===== config.mk =====
export PLATFORM = sky130hd
export DESIGN_NAME = instr_fetch_unit
export DESIGN_NICKNAME = d
export VERILOG_FILES = /design/src/rtl/instr_fetch_unit.sv
export SDC_FILE = /design/constraint.sdc
export NUM_CORES = 1
export LEC_CHECK = 0
export BUFFER_PORTS_ARGS = -buffer_cell sky130_fd_sc_hd__buf_4
export CORE_MARGIN = 2
export CORE_UTILIZATION = 50
export CTS_CLUSTER_SIZE = 12
export DETAILED_ROUTE_END_ITERATION = 10
export PLACE_DENSITY = 0.71
export SKIP_LAST_GASP = 1
export SYNTH_ARGS = -nofsm -noshare
export SYNTH_HDL_FRONTEND = slang
export SYNTH_SLANG_ARGS = --single-unit
export TNS_END_PERCENT = 5

===== constraint.sdc =====
create_clock -name clk -period 6.1 [get_ports clk]
set_clock_uncertainty 0.05 [all_clocks]
set_input_delay 0.305 -clock clk [delete_from_list [all_inputs] [get_ports clk]]
set_output_delay 0.305 -clock clk [all_outputs]
set_load 0.02 [all_outputs]

===== src/rtl/instr_fetch_unit.sv =====
// Instruction fetch unit: issues one read per cycle to a single-cycle-latency
// instruction memory and delivers words through an output register backed by
// a one-entry skid buffer. Redirect flushes the pipe; halt stops fetching and
// lets already-fetched words drain.
module instr_fetch_unit #(
  parameter logic [31:0] RESET_PC = 32'h0000_0000,
  parameter int unsigned PC_STEP  = 4
) (
  input  logic        clk,
  input  logic        rst,
  output logic        imem_ena,
  output logic [31:0] imem_pc,
  input  logic [31:0] imem_instr,
  input  logic        stall,
  input  logic        redirect,
  input  logic [31:0] redirect_pc,
  input  logic        halt,
  output logic        instr_valid,
  output logic [31:0] instr_out,
  output logic [31:0] pc_out
);

  localparam logic [31:0] PcStep = 32'(PC_STEP);

  typedef enum logic [1:0] {
    StIdle,
    StRun,
    StHalted
  } state_e;

  state_e      r_state;
  state_e      w_state_nxt;

  logic [31:0] r_pc;
  logic [31:0] w_pc_nxt;

  // Request issued last cycle; its data is on imem_instr this cycle.
  logic        r_inflight;
  logic [31:0] r_inflight_pc;
  logic        w_inflight_nxt;
  logic [31:0] w_inflight_pc_nxt;

  logic        r_skid_valid;
  logic [31:0] r_skid_instr;
  logic [31:0] r_skid_pc;
  logic        w_skid_valid_nxt;
  logic [31:0] w_skid_instr_nxt;
  logic [31:0] w_skid_pc_nxt;

  logic        r_out_valid;
  logic [31:0] r_out_instr;
  logic [31:0] r_out_pc;
  logic        w_out_valid_nxt;
  logic [31:0] w_out_instr_nxt;
  logic [31:0] w_out_pc_nxt;

  logic        w_flush;
  logic        w_fetch;

  // Redirect is honoured in IDLE and RUN only; once halted it is ignored.
  assign w_flush = redirect && (r_state != StHalted);

  // Fetch only in RUN with nothing blocking; the skid term keeps a full skid
  // from ever being overrun while decode is stalled.
  assign w_fetch = (r_state == StRun) && !stall && !redirect && !halt &&
                   !(r_skid_valid && stall);

  assign imem_ena    = w_fetch;
  assign imem_pc     = r_pc;
  assign instr_valid = r_out_valid;
  assign instr_out   = r_out_instr;
  assign pc_out      = r_out_pc;

  // Control state register.
  always_ff @(posedge clk or negedge rst) begin
    if (!rst) begin
      r_state <= StIdle;
    end else begin
      r_state <= w_state_nxt;
    end
  end

  // Next-state decode: IDLE lasts one cycle; halt is sticky until reset.
  always_comb begin
    w_state_nxt = r_state;
    case (r_state)
      StIdle: begin
        if (redirect && halt) begin
          w_state_nxt = StHalted;
        end else begin
          w_state_nxt = StRun;
        end
      end
      StRun: begin
        if (halt) begin
          w_state_nxt = StHalted;
        end
      end
      StHalted: begin
        w_state_nxt = StHalted;
      end
      default: begin
        w_state_nxt = StIdle;
      end
    endcase
  end

  // PC and in-flight tracking: redirect wins over sequential advance.
  always_comb begin
    w_pc_nxt          = r_pc;
    w_inflight_nxt    = w_fetch;
    w_inflight_pc_nxt = r_inflight_pc;
    if (w_flush) begin
      w_pc_nxt       = redirect_pc;
      w_inflight_nxt = 1'b0;
    end else if (w_fetch) begin
      w_pc_nxt          = r_pc + PcStep;
      w_inflight_pc_nxt = r_pc;
    end
  end

  // Output register / skid buffer steering for returning and buffered words.
  always_comb begin
    w_skid_valid_nxt = r_skid_valid;
    w_skid_instr_nxt = r_skid_instr;
    w_skid_pc_nxt    = r_skid_pc;
    w_out_valid_nxt  = r_out_valid;
    w_out_instr_nxt  = r_out_instr;
    w_out_pc_nxt     = r_out_pc;
    if (w_flush) begin
      // Returning word (if any) is dropped along with everything buffered.
      w_skid_valid_nxt = 1'b0;
      w_out_valid_nxt  = 1'b0;
    end else if (!stall) begin
      if (r_skid_valid) begin
        // Oldest word is in the skid; a returning word refills the slot.
        w_out_valid_nxt  = 1'b1;
        w_out_instr_nxt  = r_skid_instr;
        w_out_pc_nxt     = r_skid_pc;
        w_skid_valid_nxt = r_inflight;
        if (r_inflight) begin
          w_skid_instr_nxt = imem_instr;
          w_skid_pc_nxt    = r_inflight_pc;
        end
      end else if (r_inflight) begin
        w_out_valid_nxt = 1'b1;
        w_out_instr_nxt = imem_instr;
        w_out_pc_nxt    = r_inflight_pc;
      end else begin
        w_out_valid_nxt = 1'b0;
      end
    end else if (r_inflight) begin
      // Stalled: an empty output may still be filled, otherwise park in skid.
      if (!r_out_valid) begin
        w_out_valid_nxt = 1'b1;
        w_out_instr_nxt = imem_instr;
        w_out_pc_nxt    = r_inflight_pc;
      end else if (!r_skid_valid) begin
        w_skid_valid_nxt = 1'b1;
        w_skid_instr_nxt = imem_instr;
        w_skid_pc_nxt    = r_inflight_pc;
      end
    end
  end

  // Datapath registers; reset discards all in-flight and buffered words.
  always_ff @(posedge clk or negedge rst) begin
    if (!rst) begin
      r_pc          <= RESET_PC;
      r_inflight    <= 1'b0;
      r_inflight_pc <= 32'h0;
      r_skid_valid  <= 1'b0;
      r_skid_instr  <= 32'h0;
      r_skid_pc     <= 32'h0;
      r_out_valid   <= 1'b0;
      r_out_instr   <= 32'h0;
      r_out_pc      <= 32'h0;
    end else begin
      r_pc          <= w_pc_nxt;
      r_inflight    <= w_inflight_nxt;
      r_inflight_pc <= w_inflight_pc_nxt;
      r_skid_valid  <= w_skid_valid_nxt;
      r_skid_instr  <= w_skid_instr_nxt;
      r_skid_pc     <= w_skid_pc_nxt;
      r_out_valid   <= w_out_valid_nxt;
      r_out_instr   <= w_out_instr_nxt;
      r_out_pc      <= w_out_pc_nxt;
    end
  end

endmodule


==> summary.md, run 1 <==
| Metric | Value |
|---|---|
| Setup TNS | 0 ns |
| RSZ-0062 raised after global routing | no |
| Final antenna diode count | 0 |
| Worst Path Required | 5.74 ns |
| Vias in the first global route | 6004 |
| CTS H-tree lvls | 4 |
| Total routed wirelength | 18650 um |
| Maximum VDD drop | 0.2745 mV |
| Syn Inst Count | 787 |
| Wire per inst | 15.98 um |
| Max stage delay on crit path | 0.70 ns |
| Post-synth EDFFs | 0 |
| Starting Density | 51.36% |
| Total gr overflow | 0 |
| Fmax | 0.2928 GHz |
| Critical path arrival | 3.06 ns |
| Die footprint | 18160 um^2 |
| CTS Sinks | 197 |
| Final instance area | 10620 um^2 |
| Worst-path maximum fanout | 56 |
| Startpoint types | register |
| FFs w/ async S/R, synth | 100.0% |
| Row count | 47 |
| 1st-iter DRT viols | 367 |
| Pwr dens | 468.4 nW/um^2 |
| Syn Nets | 861 |
| CTS Hold Buffers Added | 0 |
| Fraction of layout cells with a size suffix above 1 | 29.67% |
| Net count, final | 1008 |
| Most frequent cells in the layout | dfrtp_1, buf_4, nand2_1 |
| Seq/Total Area, Yosys | 57.67% |
| Relative slew slack | 31.01% |
| First-pass detailed-route iteration total | 5 |
| Leakage power | 5.037 nW |
| CP dominant cell by count | buf_4 |
| R2R cell count | 10 |
| Synth Flop Type | dfrtp_1 |
| I/O pin count | 167 |
| Placed Instance Area | 9983 um^2 |
| Avg Vias per Cell | 5.416 |
| Port bufs | 166 |
| Slowest library cell on the worst path | clkinv_1 |
| First-pass GRT wire length | 30760 um |
| Crit path depth | 7 |
| Avg Synthesized Cell Area | 10.86 um^2 |
| Clock Path Buffers | 2 |
| Most common cell after layout, fill and taps aside | dfrtp_1 |
| Worst-Margin Slew | 1.035 ns |
| Crit path capture type | output pin |
| Clock Latency Late Sink | 0.42 ns |
| Multi-input logic area | 3447 um^2 |
| Fillcell total | 1356 |
| Min-Delay Path Class | primary input to asynchronous set/reset pin |
| Largest net degree at the start of global routing | 126 |
| Die Ht | 134.8 um |
| Final ANT Viol Nets | 0 |
| Final setup violation count | 0 |
| Post-cts resize count | 0 |
| Tmin final | 3.415 ns |
| Seq cells post-synth | 197 |
| Area grow syn2layout | 24.25% |
| CP cell instances | inv_1, ha_1, or4b_2, buf_4, clkinv_1, buf_4, buf_4 |
| Failing checks | negative hold slack |
| Fin. max-slew vios | 0 |
| Final Wtd Congestion | 0.8651 |
| WS Path Type | register to output pin |
| Fin. Hold Viols | 13 |
| Clock transition at the registers of the reported paths | 0.07 ns |
| Routed via count | 6320 |
| Syn Std Cell Area | 8548 um^2 |
| Hold WS | -0.08613 ns |
| Final period utilization | 55.99% |
| Initial antenna violation count | 0 |
| GRT Total Usage | 21.26% |
| Dpl hpwl | 12310 um |
| Root Buffer | clkbuf_16 |
| Pwr Total | 4.975 mW |
| CP delay by family, top | buffers and inverters |
| CTS Buf Count | 17 |
| Post-CTS Setup Bufs | 0 |
| YS warnings | 0 |
| DRC viols | 0 |
| Die Width | 134.8 um |
| Register area | 4930 um^2 |
| Status | finished with violations |
| Library cells used by synthesis | 44 |
| CTS tree | yes |
| Core area | 16640 um^2 |
| Buf/Inv on CP | 5 |
| Max-cap violation count | 0 |
## report_power, final
part	switching (mW)	leakage [nW]	total, mW	internal [mW]
Combinational	0.939	2.20	1.65	0.712
Sequential	0.406	2.53	2.13	1.72
Clock	0.492	0.301	1.20	0.704
## cell families after synthesis
kind of cell / count (synthesis) / synth area share, %
compound gates: 119 / 7.992
xor+xnor: 14 / 1.434
fa+ha+maj: 5 / 0.7319
buf+inv: 51 / 2.357
flops: 197 / 57.67
mux: 128 / 15.92
simple gates: 273 / 13.89
## Yosys cell counts, drive strengths merged, types with 2 or more instances
library cell,number,area share (%)
dfrtp,197,58
nand2,138,6.1
nor2,76,3.3
a21oi,70,4.1
mux2,64,8.4
mux2i,64,7.5
clkbuf,33,1.4
o21ai,23,1.3
nand3,16,0.94
buf,13,0.69
nand4,11,0.81
nor4,10,0.91
xor2,9,0.92
and3,5,0.37
ha,5,0.73
o211ai,5,0.50
xnor2,5,0.51
a22oi,4,0.35
inv,4,0.18
nor3,4,0.35
o311ai,4,0.41
a221o,3,0.35
a31oi,3,0.22
nor2b,3,0.22
and4,2,0.20
nand2b,2,0.15
o221a,2,0.26
## stage by stage
stage	std cells	util [%]	worst slack [ns]	hold WS (ns)
2_1_floorplan	787	-	3.951	-0.04059
3_3_place_gp	1135	59.99	3.036	0.4346
3_5_place_dp	1135	59.99	2.943	0.4390
4_1_cts	1167	63.82	2.675	0.004306
5_1_grt	1167	63.82	2.444	0.01475
6_report	1167	63.82	2.685	-0.08613
## path summary, 6_finish.rpt
check | from | to | slack, ns
max reg2reg | r_state[1] | imem_pc[29] | 2.91
max | r_state[1] | imem_ena | 2.68
min | rst | imem_pc[19] | -0.09
max in group asynchronous | rst | r_skid_instr[2] | 4.64
min in group clk | redirect_pc[1] | imem_pc[1] | 0.02
min reg2reg | r_skid_instr[0] | r_skid_instr[0] | 0.46
## area by class of cell
class	instances	area share (%)
clock buffers	19	4.170
clock inverters	13	1.838
inverters	5	0.1767
multi-input cells	539	32.45
flip-flops and latches	197	46.41
well taps	220	2.592
repair buffers	174	12.36
## metal layers
layer | global-route usage (%) | vias to the layer above | part of all wire (%)
met2 | 31.02 | 219 | 45
met1 | 32.71 | 3051 | 47
met3 | 3.341 | 22 | 6.0
li1 | - | 3028 | -
met5 | 0 | - | 0
met4 | 6.725 | 0 | 1.5
## flip-flops by register name, summed over array words and instances, names as in the netlist
name           count
r_skid_instr      32
r_state            2
r_inflight         1
r_skid_valid       1
instr_out         32
r_inflight_pc     32
instr_valid        1
r_skid_pc         32
imem_pc           32
pc_out            32
Note: power is estimated with default switching activity, not from simulation.
==> run 2, diff against run 1 <==
clock period = 3.5 ns   (was 6.1 ns; I/O delays follow)
==> summary.md, run 2 (synthesis gave the netlist of run 1 again) <==
| Metric | Value |
|---|---|
| DRC viols | 0 |
| Wire per inst | 16.18 um |
| Relative slew slack | 42.43% |
| Pwr dens | 762.5 nW/um^2 |
| Hold Crit Start | redirect |
| Total gr overflow | 0 |
| Multi-input logic area | 3447 um^2 |
| Setup slack, reg-to-reg | 0.70 ns |
| CTS tree | yes |
| R2R cell count | 8 |
| Fin. max-slew vios | 0 |
| Largest net degree at the start of global routing | 97 |
| Die Ht | 134.8 um |
| Register area | 4930 um^2 |
| Initial antenna violation count | 0 |
| Worst reg2reg path startpoint | r_state[1] |
| 1st-iter DRT viols | 335 |
| Clock transition at the registers of the reported paths | 0.07 ns |
| Core area | 16640 um^2 |
| Vias in the first global route | 6428 |
| Non-Filler Instances | 1240 |
| I/O pin count | 167 |
| Worst-Margin Slew | 0.8617 ns |
| Most frequent cells in the layout | dfrtp_1, buf_4, nand2_1 |
| Tmin final | 3.062 ns |
| Net count, final | 1081 |
| Placed cells | 1141 |
| Dpl hpwl | 12860 um |
| Starting Density | 51.36% |
| Fraction of layout cells with a size suffix above 1 | 28.24% |
| First-pass detailed-route iteration total | 5 |
| Final period utilization | 87.49% |
| Leakage power | 5.348 nW |
| Post-CTS Setup Bufs | 0 |
| Fillcell total | 1270 |
| Crit path capture type | output pin |
| Clock Path Buffers | 2 |
| Die footprint | 18160 um^2 |
| WS Path Type | register to output pin |
| Worst-path maximum fanout | 24 |
| Hold-critical path endpoint | r_state[0] |
| Status | complete, no violations |
| Min-Delay Path Class | primary input to register |
| Clock Latency Late Sink | 0.43 ns |
| Hold path cells | 4 |
| Total routed wirelength | 20060 um |
| Final Wtd Congestion | 0.8208 |
| Die Width | 134.8 um |
| Post-cts resize count | 0 |
| Area grow syn2layout | 32.83% |
| CTS Buf Count | 17 |
| Routed via count | 6585 |
| Row count | 47 |
| GRT Total Usage | 22.79% |
| Final ANT Viol Nets | 0 |
| Max-cap violation count | 0 |
| Port bufs | 166 |
| First-pass GRT wire length | 32740 um |
| Startpoint types | register |
| Worst Path Required | 3.27 ns |
| Fmax | 0.3266 GHz |
| Maximum VDD drop | 0.5900 mV |
| Final setup violation count | 0 |
| CTS Sinks | 197 |
| Most common cell after layout, fill and taps aside | dfrtp_1 |
| Root Buffer | clkbuf_16 |
| Avg Vias per Cell | 5.310 |
| Fin. Hold Viols | 0 |
| CTS H-tree lvls | 4 |
| Reg2reg end | imem_pc[9] |
| RSZ-0062 raised after global routing | no |
| Final antenna diode count | 0 |
| Setup TNS | 0 ns |
| Critical path arrival | 2.84 ns |
[run 2: timing repair]
action / CTS / global route
setup endpoints to repair: 0 / 0
hold buffers: 67 / 0
hold endpoints to repair: 172 / 0
[run 2: cell type report]
| cell class | instances | share of cell area (%) |
|---|---|---|
| Timing Repair Buffer | 247 | 18.41 |
| Tap cell | 220 | 2.424 |
| Clock buffer | 17 | 3.747 |
| Inverter | 5 | 0.1653 |
| Sequential cell | 197 | 43.42 |
| Multi-Input combinational cell | 539 | 30.36 |
| Clock inverter | 15 | 1.477 |
[run 2: power by group]
group | internal (mW) | switching, mW
Combinational | 1.31 | 1.68
Clock | 1.07 | 0.878
Sequential | 3.00 | 0.720
[run 2: worst max-delay path by stage]
stage,startpoint,to,slack [ns],cells after the start
after floorplan,r_state[1],imem_pc[23],1.35,7
after global placement,r_state[1],imem_pc[9],0.78,8
after detailed placement,r_state[1],imem_pc[9],0.75,8
after CTS,r_state[1],imem_ena,0.44,7
after global routing,r_state[1],imem_ena,0.30,7
final,r_state[1],imem_ena,0.44,7
[run 2: metal layers]
metal / vias up / GRT usage [%] / wire [um]
met2: 215 / 35.00 / 9416
li1: 3179 / - / -
met3: 25 / 4.505 / 1112
met4: 0 / 6.784 / 322
met1: 3166 / 33.13 / 9210
met5: - / 0 / 0
[run 2: critical path, stage by stage, from the launching register on]
cell	delay, ns
dfrtp_1	0.41
inv_1	0.09
ha_1	0.16
or4b_2	0.88
clkinv_1	0.32
buf_12	0.20
buf_4	0.18
buf_4	0.15
[run 2: per-stage QoR]
stage	total power [mW]	cell area [um^2]	setup WS (ns)	utilization (%)	hold slack, ns
final	8.658	11350	0.4379	68.23	0.03942
after global routing	9.175	11350	0.3023	68.23	0.06504
after CTS	8.700	11350	0.4429	68.23	0.002131
after detailed placement	6.663	10090	0.7467	60.63	0.2424
after global placement	6.602	10090	0.7810	60.63	0.2446
after floorplan	5.217	8548	1.351	-	-0.1706
